`src/rtl/led_tape_pkg.sv`:
```
// Shared definitions for the LED tape pixel sources: colour word layout,
// colour builders and the peak-dot state encoding.
package led_tape_pkg;

  localparam int RGB_W = 24;

  // Field offsets inside the 24-bit colour word (WS2812 wire order G,R,B)
  localparam int G_LSB = 16;
  localparam int R_LSB = 8;
  localparam int B_LSB = 0;

  localparam logic [RGB_W-1:0] COL_OFF = '0;

  typedef enum logic [1:0] {
    PEAK_IDLE = 2'd0,
    PEAK_HOLD = 2'd1,
    PEAK_FALL = 2'd2
  } peak_state_e;

  function automatic logic [RGB_W-1:0] pack_rgb(input logic [7:0] g,
                                                input logic [7:0] r,
                                                input logic [7:0] b);
    logic [RGB_W-1:0] w;
    w = '0;
    w[G_LSB +: 8] = g;
    w[R_LSB +: 8] = r;
    w[B_LSB +: 8] = b;
    return w;
  endfunction

  // Colours for a given channel intensity
  function automatic logic [RGB_W-1:0] col_green(input logic [7:0] bright);
    return pack_rgb(bright, 8'h00, 8'h00);
  endfunction

  function automatic logic [RGB_W-1:0] col_yellow(input logic [7:0] bright);
    return pack_rgb(bright, bright, 8'h00);
  endfunction

  function automatic logic [RGB_W-1:0] col_red(input logic [7:0] bright);
    return pack_rgb(8'h00, bright, 8'h00);
  endfunction

  function automatic logic [RGB_W-1:0] col_white(input logic [7:0] bright);
    return pack_rgb(bright, bright, bright);
  endfunction

endpackage

```
`src/rtl/led_vu_pixel_source_peak.sv`:
```
// vu_peak_tracker: turns the per-frame maximum level into a bar length and
// runs the falling peak-hold dot. Everything advances only on frame edges,
// so both outputs stay constant while the tape is being painted.
module vu_peak_tracker
  import led_tape_pkg::*;
#(
  parameter int NUM_LEDS         = 160,
  parameter int PEAK_HOLD_FRAMES = 30,
  parameter int DECAY_FRAMES     = 2
) (
  input  logic        clk,
  input  logic        reset_n,
  input  logic        frame_edge,
  input  logic [7:0]  max_level,
  output logic [15:0] bar_len,
  output logic [15:0] peak_pos
);

  localparam int HW = (PEAK_HOLD_FRAMES < 1) ? 1 : $clog2(PEAK_HOLD_FRAMES + 1);
  localparam int DW = (DECAY_FRAMES < 2) ? 1 : $clog2(DECAY_FRAMES + 1);
  localparam logic [23:0]   NUM_LEDS_24 = 24'(NUM_LEDS);
  localparam logic [HW-1:0] HOLD_LOAD   = HW'(PEAK_HOLD_FRAMES);
  localparam logic [DW-1:0] DECAY_LAST  = DW'(DECAY_FRAMES - 1);

  logic [23:0]   prod_reg;
  logic [23:0]   prod_next;
  logic          stg1_vld_reg;   // prod_reg freshly loaded
  logic          stg2_vld_reg;   // bar_len_reg freshly loaded
  logic [15:0]   bar_len_reg;
  logic [15:0]   peak_pos_reg;
  logic [15:0]   peak_pos_next;
  logic [HW-1:0] hold_cnt_reg;
  logic [HW-1:0] hold_cnt_next;
  logic [DW-1:0] decay_cnt_reg;
  logic [DW-1:0] decay_cnt_next;
  peak_state_e   state_reg;
  peak_state_e   state_next;

  // Scale 0..255 onto 0..NUM_LEDS-1 with a multiply and a byte shift
  assign prod_next = 24'(max_level) * NUM_LEDS_24;

  // Frame-edge pipeline: product, then bar length, then peak update
  always_ff @(posedge clk or negedge reset_n) begin
    if (!reset_n) begin
      prod_reg     <= '0;
      stg1_vld_reg <= 1'b0;
      stg2_vld_reg <= 1'b0;
      bar_len_reg  <= '0;
    end else begin
      stg1_vld_reg <= frame_edge;
      stg2_vld_reg <= stg1_vld_reg;
      if (frame_edge) begin
        prod_reg <= prod_next;
      end
      if (stg1_vld_reg) begin
        bar_len_reg <= prod_reg[23:8];
      end
    end
  end

  // Peak FSM state register
  always_ff @(posedge clk or negedge reset_n) begin
    if (!reset_n) begin
      state_reg     <= PEAK_IDLE;
      peak_pos_reg  <= '0;
      hold_cnt_reg  <= '0;
      decay_cnt_reg <= '0;
    end else begin
      state_reg     <= state_next;
      peak_pos_reg  <= peak_pos_next;
      hold_cnt_reg  <= hold_cnt_next;
      decay_cnt_reg <= decay_cnt_next;
    end
  end

  // Peak FSM next state: a bar reaching the dot always re-arms the hold
  always_comb begin
    state_next     = state_reg;
    peak_pos_next  = peak_pos_reg;
    hold_cnt_next  = hold_cnt_reg;
    decay_cnt_next = decay_cnt_reg;
    if (stg2_vld_reg) begin
      if (bar_len_reg >= peak_pos_reg) begin
        peak_pos_next  = bar_len_reg;
        hold_cnt_next  = HOLD_LOAD;
        decay_cnt_next = '0;
        state_next     = PEAK_HOLD;
      end else begin
        // Here peak_pos_reg > bar_len_reg >= 0, so a decrement cannot wrap
        case (state_reg)
          PEAK_HOLD: begin
            if (hold_cnt_reg <= HW'(1)) begin
              hold_cnt_next = '0;
              state_next    = PEAK_FALL;
            end else begin
              hold_cnt_next = hold_cnt_reg - HW'(1);
            end
          end
          PEAK_FALL: begin
            if (decay_cnt_reg == DECAY_LAST) begin
              decay_cnt_next = '0;
              peak_pos_next  = peak_pos_reg - 16'd1;
              if (peak_pos_reg == 16'd1) begin
                state_next = PEAK_IDLE;
              end
            end else begin
              decay_cnt_next = decay_cnt_reg + DW'(1);
            end
          end
          PEAK_IDLE: begin
            peak_pos_next = '0;
          end
          default: begin
            state_next = PEAK_IDLE;
          end
        endcase
      end
    end
  end

  assign bar_len  = bar_len_reg;
  assign peak_pos = peak_pos_reg;

endmodule

```
`src/rtl/led_vu_pixel_source.sv`:
```
// led_vu_pixel_source: VU bar with a peak-hold dot, served pixel by pixel
// to the LED_tape serializer. Level maxima are collected per frame and
// handed to the peak tracker at the rising edge of sync.
module led_vu_pixel_source
  import led_tape_pkg::*;
#(
  parameter int         NUM_LEDS         = 160,
  parameter int         PEAK_HOLD_FRAMES = 30,
  parameter int         DECAY_FRAMES     = 2,
  parameter logic [7:0] BRIGHT           = 8'hFC
) (
  input  logic        clk,
  input  logic        reset_n,
  input  logic [7:0]  level,
  input  logic        level_valid,
  input  logic        req,
  input  logic [15:0] num,
  input  logic        sync,
  output logic [23:0] rgb
);

  localparam logic [15:0] N_LEDS  = 16'(NUM_LEDS);
  localparam logic [15:0] N_HALF  = 16'(NUM_LEDS / 2);
  localparam logic [15:0] N_3QTR  = 16'((3 * NUM_LEDS) / 4);

  logic        sync_d_reg;
  logic        frame_edge;
  logic [7:0]  max_level_reg;
  logic [15:0] bar_len;
  logic [15:0] peak_pos;
  logic [23:0] rgb_reg;
  logic [23:0] rgb_next;

  assign frame_edge = sync & ~sync_d_reg;

  // Delayed sync for edge detection
  always_ff @(posedge clk or negedge reset_n) begin
    if (!reset_n) begin
      sync_d_reg <= 1'b0;
    end else begin
      sync_d_reg <= sync;
    end
  end

  // Running maximum of the frame; a sample on the edge cycle opens the next frame
  always_ff @(posedge clk or negedge reset_n) begin
    if (!reset_n) begin
      max_level_reg <= '0;
    end else if (frame_edge) begin
      max_level_reg <= level_valid ? level : 8'd0;
    end else if (level_valid && (level > max_level_reg)) begin
      max_level_reg <= level;
    end
  end

  vu_peak_tracker #(
    .NUM_LEDS         (NUM_LEDS),
    .PEAK_HOLD_FRAMES (PEAK_HOLD_FRAMES),
    .DECAY_FRAMES     (DECAY_FRAMES)
  ) u_peak (
    .clk        (clk),
    .reset_n    (reset_n),
    .frame_edge (frame_edge),
    .max_level  (max_level_reg),
    .bar_len    (bar_len),
    .peak_pos   (peak_pos)
  );

  // Pixel colour for the requested LED: gap, range, bar zones, peak dot
  always_comb begin
    rgb_next = COL_OFF;
    if (sync) begin
      rgb_next = COL_OFF;
    end else if (num >= N_LEDS) begin
      rgb_next = COL_OFF;
    end else if (num < bar_len) begin
      if (num < N_HALF) begin
        rgb_next = col_green(BRIGHT);
      end else if (num < N_3QTR) begin
        rgb_next = col_yellow(BRIGHT);
      end else begin
        rgb_next = col_red(BRIGHT);
      end
    end else if ((peak_pos != 16'd0) && (num == peak_pos)) begin
      rgb_next = col_white(BRIGHT);
    end
  end

  // Colour register: loads on a request, holds otherwise
  always_ff @(posedge clk or negedge reset_n) begin
    if (!reset_n) begin
      rgb_reg <= COL_OFF;
    end else if (req) begin
      rgb_reg <= rgb_next;
    end
  end

  assign rgb = rgb_reg;

endmodule

```
`config.mk`:
```
export PLATFORM = sky130hd
export DESIGN_NAME = led_vu_pixel_source
export DESIGN_NICKNAME = d
export VERILOG_FILES = /design/src/rtl/led_tape_pkg.sv /design/src/rtl/led_vu_pixel_source_peak.sv /design/src/rtl/led_vu_pixel_source.sv
export SDC_FILE = /design/constraint.sdc
export NUM_CORES = 1
export LEC_CHECK = 0
export BUFFER_PORTS_ARGS = -buffer_cell sky130_fd_sc_hd__buf_2
export CAP_MARGIN = 20
export CORE_MARGIN = 2
export CORE_UTILIZATION = 52
export DETAILED_ROUTE_END_ITERATION = 16
export GPL_TIMING_DRIVEN = 0
export PLACE_DENSITY = 0.69
export SLEW_MARGIN = 20
export SYNTH_ARGS = -nofsm -noshare
export SYNTH_HDL_FRONTEND = slang
export SYNTH_HIERARCHICAL = 1
export SYNTH_SLANG_ARGS = --single-unit
export TNS_END_PERCENT = 50
```
`constraint.sdc`:
```
create_clock -name clk -period 6.5 [get_ports clk]
set_input_delay 0.65 -clock clk [delete_from_list [all_inputs] [get_ports clk]]
set_output_delay 0.65 -clock clk [all_outputs]
set_load 0.03 [all_outputs]
```
==> results.json, run 1 <==
{
  "cp_common_cell": "a21oi_1",
  "dp_cells": 669,
  "yosys_warnings": 6,
  "combPwrFrac": 0.548,
  "synth_common_cells": "55 x dfrtp_1, 46 x ha_1, 43 x inv_1, 32 x nand2_1, 30 x buf_4",
  "routabilityCongestion": 0.891,
  "core_area_sq_um": 8590,
  "port_buffers": 46,
  "utilization": 0.586,
  "switchingPower_w": 0.000857,
  "post_cts_buffers": 0,
  "clock-sinks": 55,
  "avgViaCountPerCell": 5.85,
  "cts_buffers": 5,
  "clock_tree.root_cell": "clkbuf_8",
  "dp_hpwl_um": 8020,
  "cp.buffers_inverters": 1,
  "synthArstFlopShare": 1.00,
  "postSynthCellCount": 503,
  "ir_drop_uv": 178,
  "cts_hold_buf": 0,
  "synth-simple-area-share": 0.177,
  "ys_ff_latch": 55,
  "rsz0062_at_grt": "no",
  "yosys.area.top_type_share": 0.304,
  "initial_utilization": 0.526,
  "grt_pass1_wl_um": 17700,
  "cpLargestDelayFamily": "compound AO/OA/AOI/OAI gates",
  "cts_resized": 0,
  "post_route_cells_drive_above_1_share": 0.207,
  "overflow": 0,
  "wirelength_um": 10500,
  "largest_reg_flops": 16,
  "p_per_area_nw_per_um2": 380,
  "p_int_w": 0.00106,
  "pwr-share-clk": 0.109,
  "die-area_sq_um": 9460,
  "fillers": 783,
  "wl_per_cell_um": 15.4,
  "hold_path_class": "input port to async pin",
  "ys.flop_type": "dfrtp_1",
  "fmax_mhz": 368,
  "tightest_slew_ns": 0.806,
  "crit_type": "flop to flop",
  "tns_ns": 0,
  "critical-path-slowest-cell": "a21oi_1",
  "drt_pass1_iterations": 5,
  "nets": 644,
  "synthMuxAreaShare": 0.0368,
  "pwr-share-seq": 0.343,
  "drv_slew": 0,
  "path_clk_slew_ns": 0.10,
  "cp.required_ns": 6.73,
  "final_cells": 677,
  "core.rowCount": 34,
  "end_kind": "flop",
  "setup_viol": 0,
  "crit_chain": "inv_1 -> ha_1 -> or3_1 -> a211oi_1 -> o32ai_2 -> a21oi_1 -> a21oi_1 -> o22ai_1",
  "crit_cells": 8,
  "clock_latency_ns": 0.31,
  "tritoncts": "done",
  "r2r_cells": 8,
  "synth-xor-area-share": 0.0387,
  "grt_pass1_vias": 3749,
  "maxCapViolations": 0,
  "htreeDepth": 2,
  "antenna_found_initial": 0,
  "fp.dieH_um": 97.3,
  "layout_min_cycle_time_ns": 2.71,
  "ys_top_cells_by_area": "dfrtp_1 30%, ha_1 13%, buf_4 5.0%, inv_1 3.6%, mux2_2 3.2%",
  "seqCellArea_sq_um": 1380,
  "finalHoldViolCount": 0,
  "ys_seq_area_frac": 0.304,
  "synth-compound-area-share": 0.207,
  "p_leak_nw": 2.31,
  "drtIter0Drc": 274,
  "synth_area_per_cell_sq_um": 8.99,
  "syn_area_sq_um": 4520,
  "startpoint_type": "flop",
  "skew_ns": 0.0103,
  "synth_top_family_by_area": "compound AO/OA/AOI/OAI gates",
  "grt_max_degree": 56,
  "track_usage": 0.224,
  "die_w_um": 97.3,
  "max_stage_delay_ns": 0.58,
  "drcViolationCount": 0,
  "cp_max_fo": 8,
  "outcome": "completed",
  "yosys.area.top_type": "dfrtp_1",
  "clock_path_buffers": 2,
  "synth_cell_type_count": 67,
  "synth_fa_ha_area_frac": 0.132,
  "finalCritPeriodShare": 0.418,
  "slew_headroom": 0.458,
  "worstPathArrival_ns": 2.94,
  "antennaDiodeCount": 0,
  "vias": 3958,
  "yosysMostFrequentCell": "dfrtp_1",
  "synth_enable_flop_cells": 0,
  "switching_share": 0.447,
  "area_growth_pct": 11.3,
  "multiInputGateArea_sq_um": 2730,
  "ant_nets": 0,
  "ioPinCount": 53
}
==> routing by layer <==
metal	up-vias	track usage	share of wire
li1	1945	-	-
met1	1875	0.307	0.46
met2	128	0.381	0.48
met3	10	0.0317	0.052
met4	0	0.0427	0.0081
met5	-	0	0
==> final cells by class <==
class	count	share of cell area
repair buffers	46	0.0462
inverters	43	0.0320
multi-input cells	370	0.542
plain buffers	47	0.0599
clock buffers	8	0.0199
flip-flops and latches	55	0.273
well taps	108	0.0268
==> placed cells by master (no fill, tap or decap), drive strengths merged, types with 5 or more instances in the layout <==
master / count
a311oi: 9
clkbuf: 20
nand3: 8
buf: 81
o31a: 5
inv: 43
conb: 14
a21oi: 26
xnor2: 12
dfrtp: 55
nand4: 20
mux2: 13
o311ai: 8
nor3: 16
nor2: 24
ha: 46
xor2: 8
a211oi: 5
o21ai: 21
o22ai: 6
nand2: 33
nor4: 11
nand2b: 8
o21a: 7
nor2b: 8
and2: 5
==> power groups by stage <==
stage / registers [W] / clock network, W / logic (W)
after CTS: 0.000654 / 0.000216 / 0.00105
after global placement: 0.000658 / 0 / 0.00100
after floorplan: 0.000597 / 0 / 0.000845
after global routing: 0.000682 / 0.000226 / 0.00119
after detailed placement: 0.000662 / 0 / 0.00105
final: 0.000658 / 0.000209 / 0.00105
==> path summary, 6_finish.rpt <==
path	start	end	slack, ns
setup reg to reg	u_peak/peak_pos[2]	u_peak/peak_pos[12]	3.79
setup / recovery	u_peak/peak_pos[2]	u_peak/peak_pos[12]	3.79
hold reg to reg	u_peak/stg1_vld_reg	u_peak/stg2_vld_reg	0.38
max in group asynchronous	reset_n	u_peak/bar_len[0]	5.62
hold / removal	reset_n	u_peak/peak_pos[9]	0.37
min in group clk	u_peak/stg1_vld_reg	u_peak/stg2_vld_reg	0.38
==> worst register-to-register path, delay by kind of cell (launching register included) <==
kind / cells / cell delay, ns
AND/OR/NAND/NOR: 1 / 0.35
flip-flops: 1 / 0.53
buffers and inverters: 1 / 0.10
AO/OA/AOI/OAI: 5 / 1.44
adder cells (fa/ha/maj): 1 / 0.20
==> cell families (layout without fill, tap and decap cells) <==
logic type / Yosys count / after routing
flops: 55 / 55
fa+ha+maj: 47 / 47
simple gates: 147 / 147
compound gates: 127 / 127
buf+inv: 90 / 144
other cells: 2 / 14
mux: 15 / 15
xor+xnor: 20 / 20
==> stage by stage <==
stage / instance area (sq um) / setup slack, ns / power [W] / hold slack, ns
floorplan: 4570 / 4.18 / 0.00144 / 0.352
global placement: 4930 / 3.95 / 0.00166 / 0.368
detailed placement: 4940 / 3.87 / 0.00171 / 0.365
CTS: 5040 / 3.84 / 0.00192 / 0.388
global route: 5040 / 3.60 / 0.00210 / 0.407
finish: 5040 / 3.79 / 0.00192 / 0.374
No activity file was read; power rests on OpenSTA's default activity.
==> run 2: changes to the inputs <==
--- a/config.mk
+++ b/config.mk
@@ -5,6 +5,7 @@
 export SDC_FILE = /design/constraint.sdc
 export NUM_CORES = 1
 export LEC_CHECK = 0
+export ABC_AREA = 1
 export BUFFER_PORTS_ARGS = -buffer_cell sky130_fd_sc_hd__buf_2
 export CAP_MARGIN = 20
 export CORE_MARGIN = 2
==> constraint.sdc (replaced) <==
create_clock -name clk -period 2.83 [get_ports clk]
set_input_delay 0.283 -clock clk [delete_from_list [all_inputs] [get_ports clk]]
set_output_delay 0.283 -clock clk [all_outputs]
set_load 0.03 [all_outputs]
==> run 2 against run 1 <==
Net effect:
- the flow now finishes with violations (negative hold slack)
- combinational power grew to 2.7 times the previous value
- global-route usage is 2.5 points lower
- hold slack worse by 0.38 ns
- maximum frequency rose by 23%
- sequential cell count stayed put
- clock skew up 0.0048 ns
- clock power up 110%
==> results.json, run 2 <==
{
  "outcome": "complete, but fails checks",
  "violations": "negative hold slack",
  "cts_resized": 0,
  "tritoncts": "done",
  "drv_slew": 0,
  "ioPinCount": 53,
  "combPwrFrac": 0.610,
  "tightest_slew_ns": 0.693,
  "grt_util_met1": 0.233,
  "post_cts_buffers": 0,
  "clock-sinks": 55,
  "postSynthCellCount": 604,
  "die_w_um": 97.5,
  "crit_chain": "ha_1 -> ha_1 -> fa_1 -> nand3_1 -> nand3_1 -> nand2_1 -> nand2_1 -> a21oi_1 -> xnor2_1 -> nand2_1 -> o21ai_0",
  "pwr-share-seq": 0.293,
  "critical-path-slowest-cell": "dfrtp_1",
  "cp.required_ns": 3.07,
  "maxCapViolations": 0,
  "layout_min_cycle_time_ns": 2.21,
  "cp.buffers_inverters": 0,
  "end_kind": "flop",
  "ant_nets": 0,
  "synth_area_per_cell_sq_um": 7.53,
  "grt_pass1_wl_um": 15800,
  "core.rowCount": 34,
  "synth_fa_ha_area_frac": 0.131,
  "clock_latency_ns": 0.32,
  "synth_top_family_by_area": "simple AND/OR/NAND/NOR gates",
  "final_cells": 778,
  "skew_ns": 0.0151,
  "yosys_warnings": 6,
  "p_leak_nw": 2.81,
  "grt_util_met3": 0.0295,
  "worstPathArrival_ns": 2.45,
  "dp_slack_ns": 0.615,
  "htreeDepth": 2,
  "ys.flop_type": "dfrtp_1",
  "crit_type": "flop to flop",
  "synth-simple-area-share": 0.259,
  "setup_viol": 0,
  "dp_hpwl_um": 7170,
  "path_clk_slew_ns": 0.11,
  "p_total_w": 0.00462,
  "grt_max_degree": 56,
  "yosys.area.top_type_share": 0.303,
  "switchingPower_w": 0.00224,
  "worst_hold_slack_ns": -0.00810,
  "drt_pass1_iterations": 4,
  "top_usage_layer": "met2",
  "core_area_sq_um": 8590,
  "wl_per_cell_um": 11.7,
  "synthArstFlopShare": 1.00,
  "p_per_area_nw_per_um2": 914,
  "r2r_setup_slack_ns": 0.62,
  "layout_commonest_cell": "nand2_1",
  "nets": 745,
  "setup_ws_ns": 0.617,
  "yosysMostFrequentCell": "nand2_1",
  "final_cell_mix": "149 x nand2_1, 82 x inv_1, 59 x nor2_1",
  "synthMuxAreaShare": 0.00990,
  "ys_seq_area_frac": 0.303,
  "ys_top_cells_by_area": "dfrtp_1 30%, ha_1 13%, nand2_1 12%, inv_1 6.8%, nor2_1 4.9%",
  "port_buffers": 46,
  "fp.dieH_um": 97.5,
  "finalCritPeriodShare": 0.782,
  "clock_path_buffers": 2,
  "startpoint_type": "flop",
  "routabilityCongestion": 0.807,
  "die-area_sq_um": 9510,
  "initial_utilization": 0.529,
  "slew_headroom": 0.538,
  "ys_ff_latch": 55,
  "antennaDiodeCount": 0,
  "dp_cells": 770,
  "yosys.area.top_type": "dfrtp_1",
  "cts_buffers": 5,
  "switching_share": 0.485,
  "largest_reg_flops": 16,
  "use_met2": 0.372,
  "grt_pass1_vias": 3614,
  "post_route_cells_drive_above_1_share": 0.204,
  "rsz0062_at_grt": "no",
  "drcViolationCount": 0,
  "cp_max_fo": 3,
  "synth-compound-area-share": 0.0985,
  "synth_enable_flop_cells": 0,
  "max_stage_delay_ns": 0.44,
  "cts_hold_buf": 0,
  "clock_tree.root_cell": "clkbuf_8",
  "hold_path_class": "input port to async pin",
  "drtIter0Drc": 152,
  "synth_common_cells": "149 x nand2_1, 82 x inv_1, 59 x nor2_1, 55 x dfrtp_1, 46 x ha_1",
  "vias": 3813,
  "fmax_mhz": 452,
  "synth_cell_type_count": 43,
  "pwr-share-clk": 0.097,
  "wirelength_um": 9100,
  "overflow": 0,
  "syn_area_sq_um": 4550,
  "ir_drop_uv": 458,
  "p_int_w": 0.00238,
  "avgViaCountPerCell": 4.90,
  "cp_common_cell": "nand2_1",
  "tns_ns": 0,
  "track_usage": 0.198,
  "synth-xor-area-share": 0.0597,
  "cpLargestDelayFamily": "adder cells",
  "antenna_found_initial": 0,
  "finalHoldViolCount": 2,
  "area_growth_pct": 11.0
}
run 2: cell count changes in the layout (fill, tap and decap cells not counted), sizes merged, moves of 10 or more:
cell | previous run | this run
o21ai | 21 | 38
nand3 | 8 | 22
nand2 | 33 | 161
inv | 43 | 87
nor2 | 24 | 67
clkbuf | 20 | 7
nand4 | 20 | 7
xor2 | 8 | 25
nor4 | 11 | 1
run 2: stage by stage:
stage	util	area, sq um
2_1_floorplan	-	4590
3_3_place_gp	0.577	4960
3_5_place_dp	0.577	4960
4_1_cts	0.588	5050
5_1_grt	0.588	5050
6_report	0.588	5050
run 2: power groups by stage:
| stage | Combinational [W] | Sequential [W] | Clock, W |
|---|---|---|---|
| after floorplan | 0.00232 | 0.00128 | 0 |
| after global placement | 0.00271 | 0.00136 | 0 |
| after detailed placement | 0.00280 | 0.00137 | 0 |
| after CTS | 0.00283 | 0.00136 | 0.000470 |
| after global routing | 0.00322 | 0.00140 | 0.000493 |
| final | 0.00282 | 0.00135 | 0.000446 |
run 2: worst register-to-register path, delay by kind of cell, from the launching register on:
kind                     cells  cell delay [ns]
flip-flops                   1             0.44
AO/OA/AOI/OAI                2             0.24
XOR/XNOR                     1             0.13
adder cells (fa/ha/maj)      3             0.96
AND/OR/NAND/NOR              5             0.37
run 2: path summary, 6_finish.rpt:
path | start | endpoint | cells past startpoint
worst min register to register | sync_d_reg | u_peak/stg1_vld_reg | 1
max in group asynchronous | reset_n | max_level_reg[2] | 1
worst min-delay path | reset_n | u_peak/hold_cnt_reg[4] | 1
worst max-delay path | max_level_reg[1] | u_peak/prod_reg[14] | 11
worst max register to register | max_level_reg[1] | u_peak/prod_reg[14] | 11
min in group clk | sync | sync_d_reg | 1
run 2: cell families after synthesis:
| logic type | Yosys count |
|---|---|
| XOR/XNOR | 31 |
| flip-flops | 55 |
| AO/OA/AOI/OAI | 72 |
| AND/OR/NAND/NOR | 270 |
| multiplexers | 4 |
| adder cells (fa/ha/maj) | 47 |
| buffers and inverters | 123 |
| other | 2 |
run 2: area by class of cell:
| class | instances | area [sq um] |
|---|---|---|
| Sequential cell | 55 | 1380 |
| Buffer | 35 | 288 |
| Inverter | 88 | 340 |
| Timing Repair Buffer | 46 | 233 |
| Multi-Input combinational cell | 438 | 2590 |
| Tap cell | 108 | 135 |
| Fill cell | 805 | 3540 |
| Clock buffer | 6 | 72.6 |
| Clock inverter | 2 | 16.3 |
run 2: metal layers:
metal | up-vias | part of all wire
met5 | - | 0
met4 | 0 | 0.023
met3 | 18 | 0.028
met2 | 69 | 0.51
met1 | 1737 | 0.44
li1 | 1989 | -
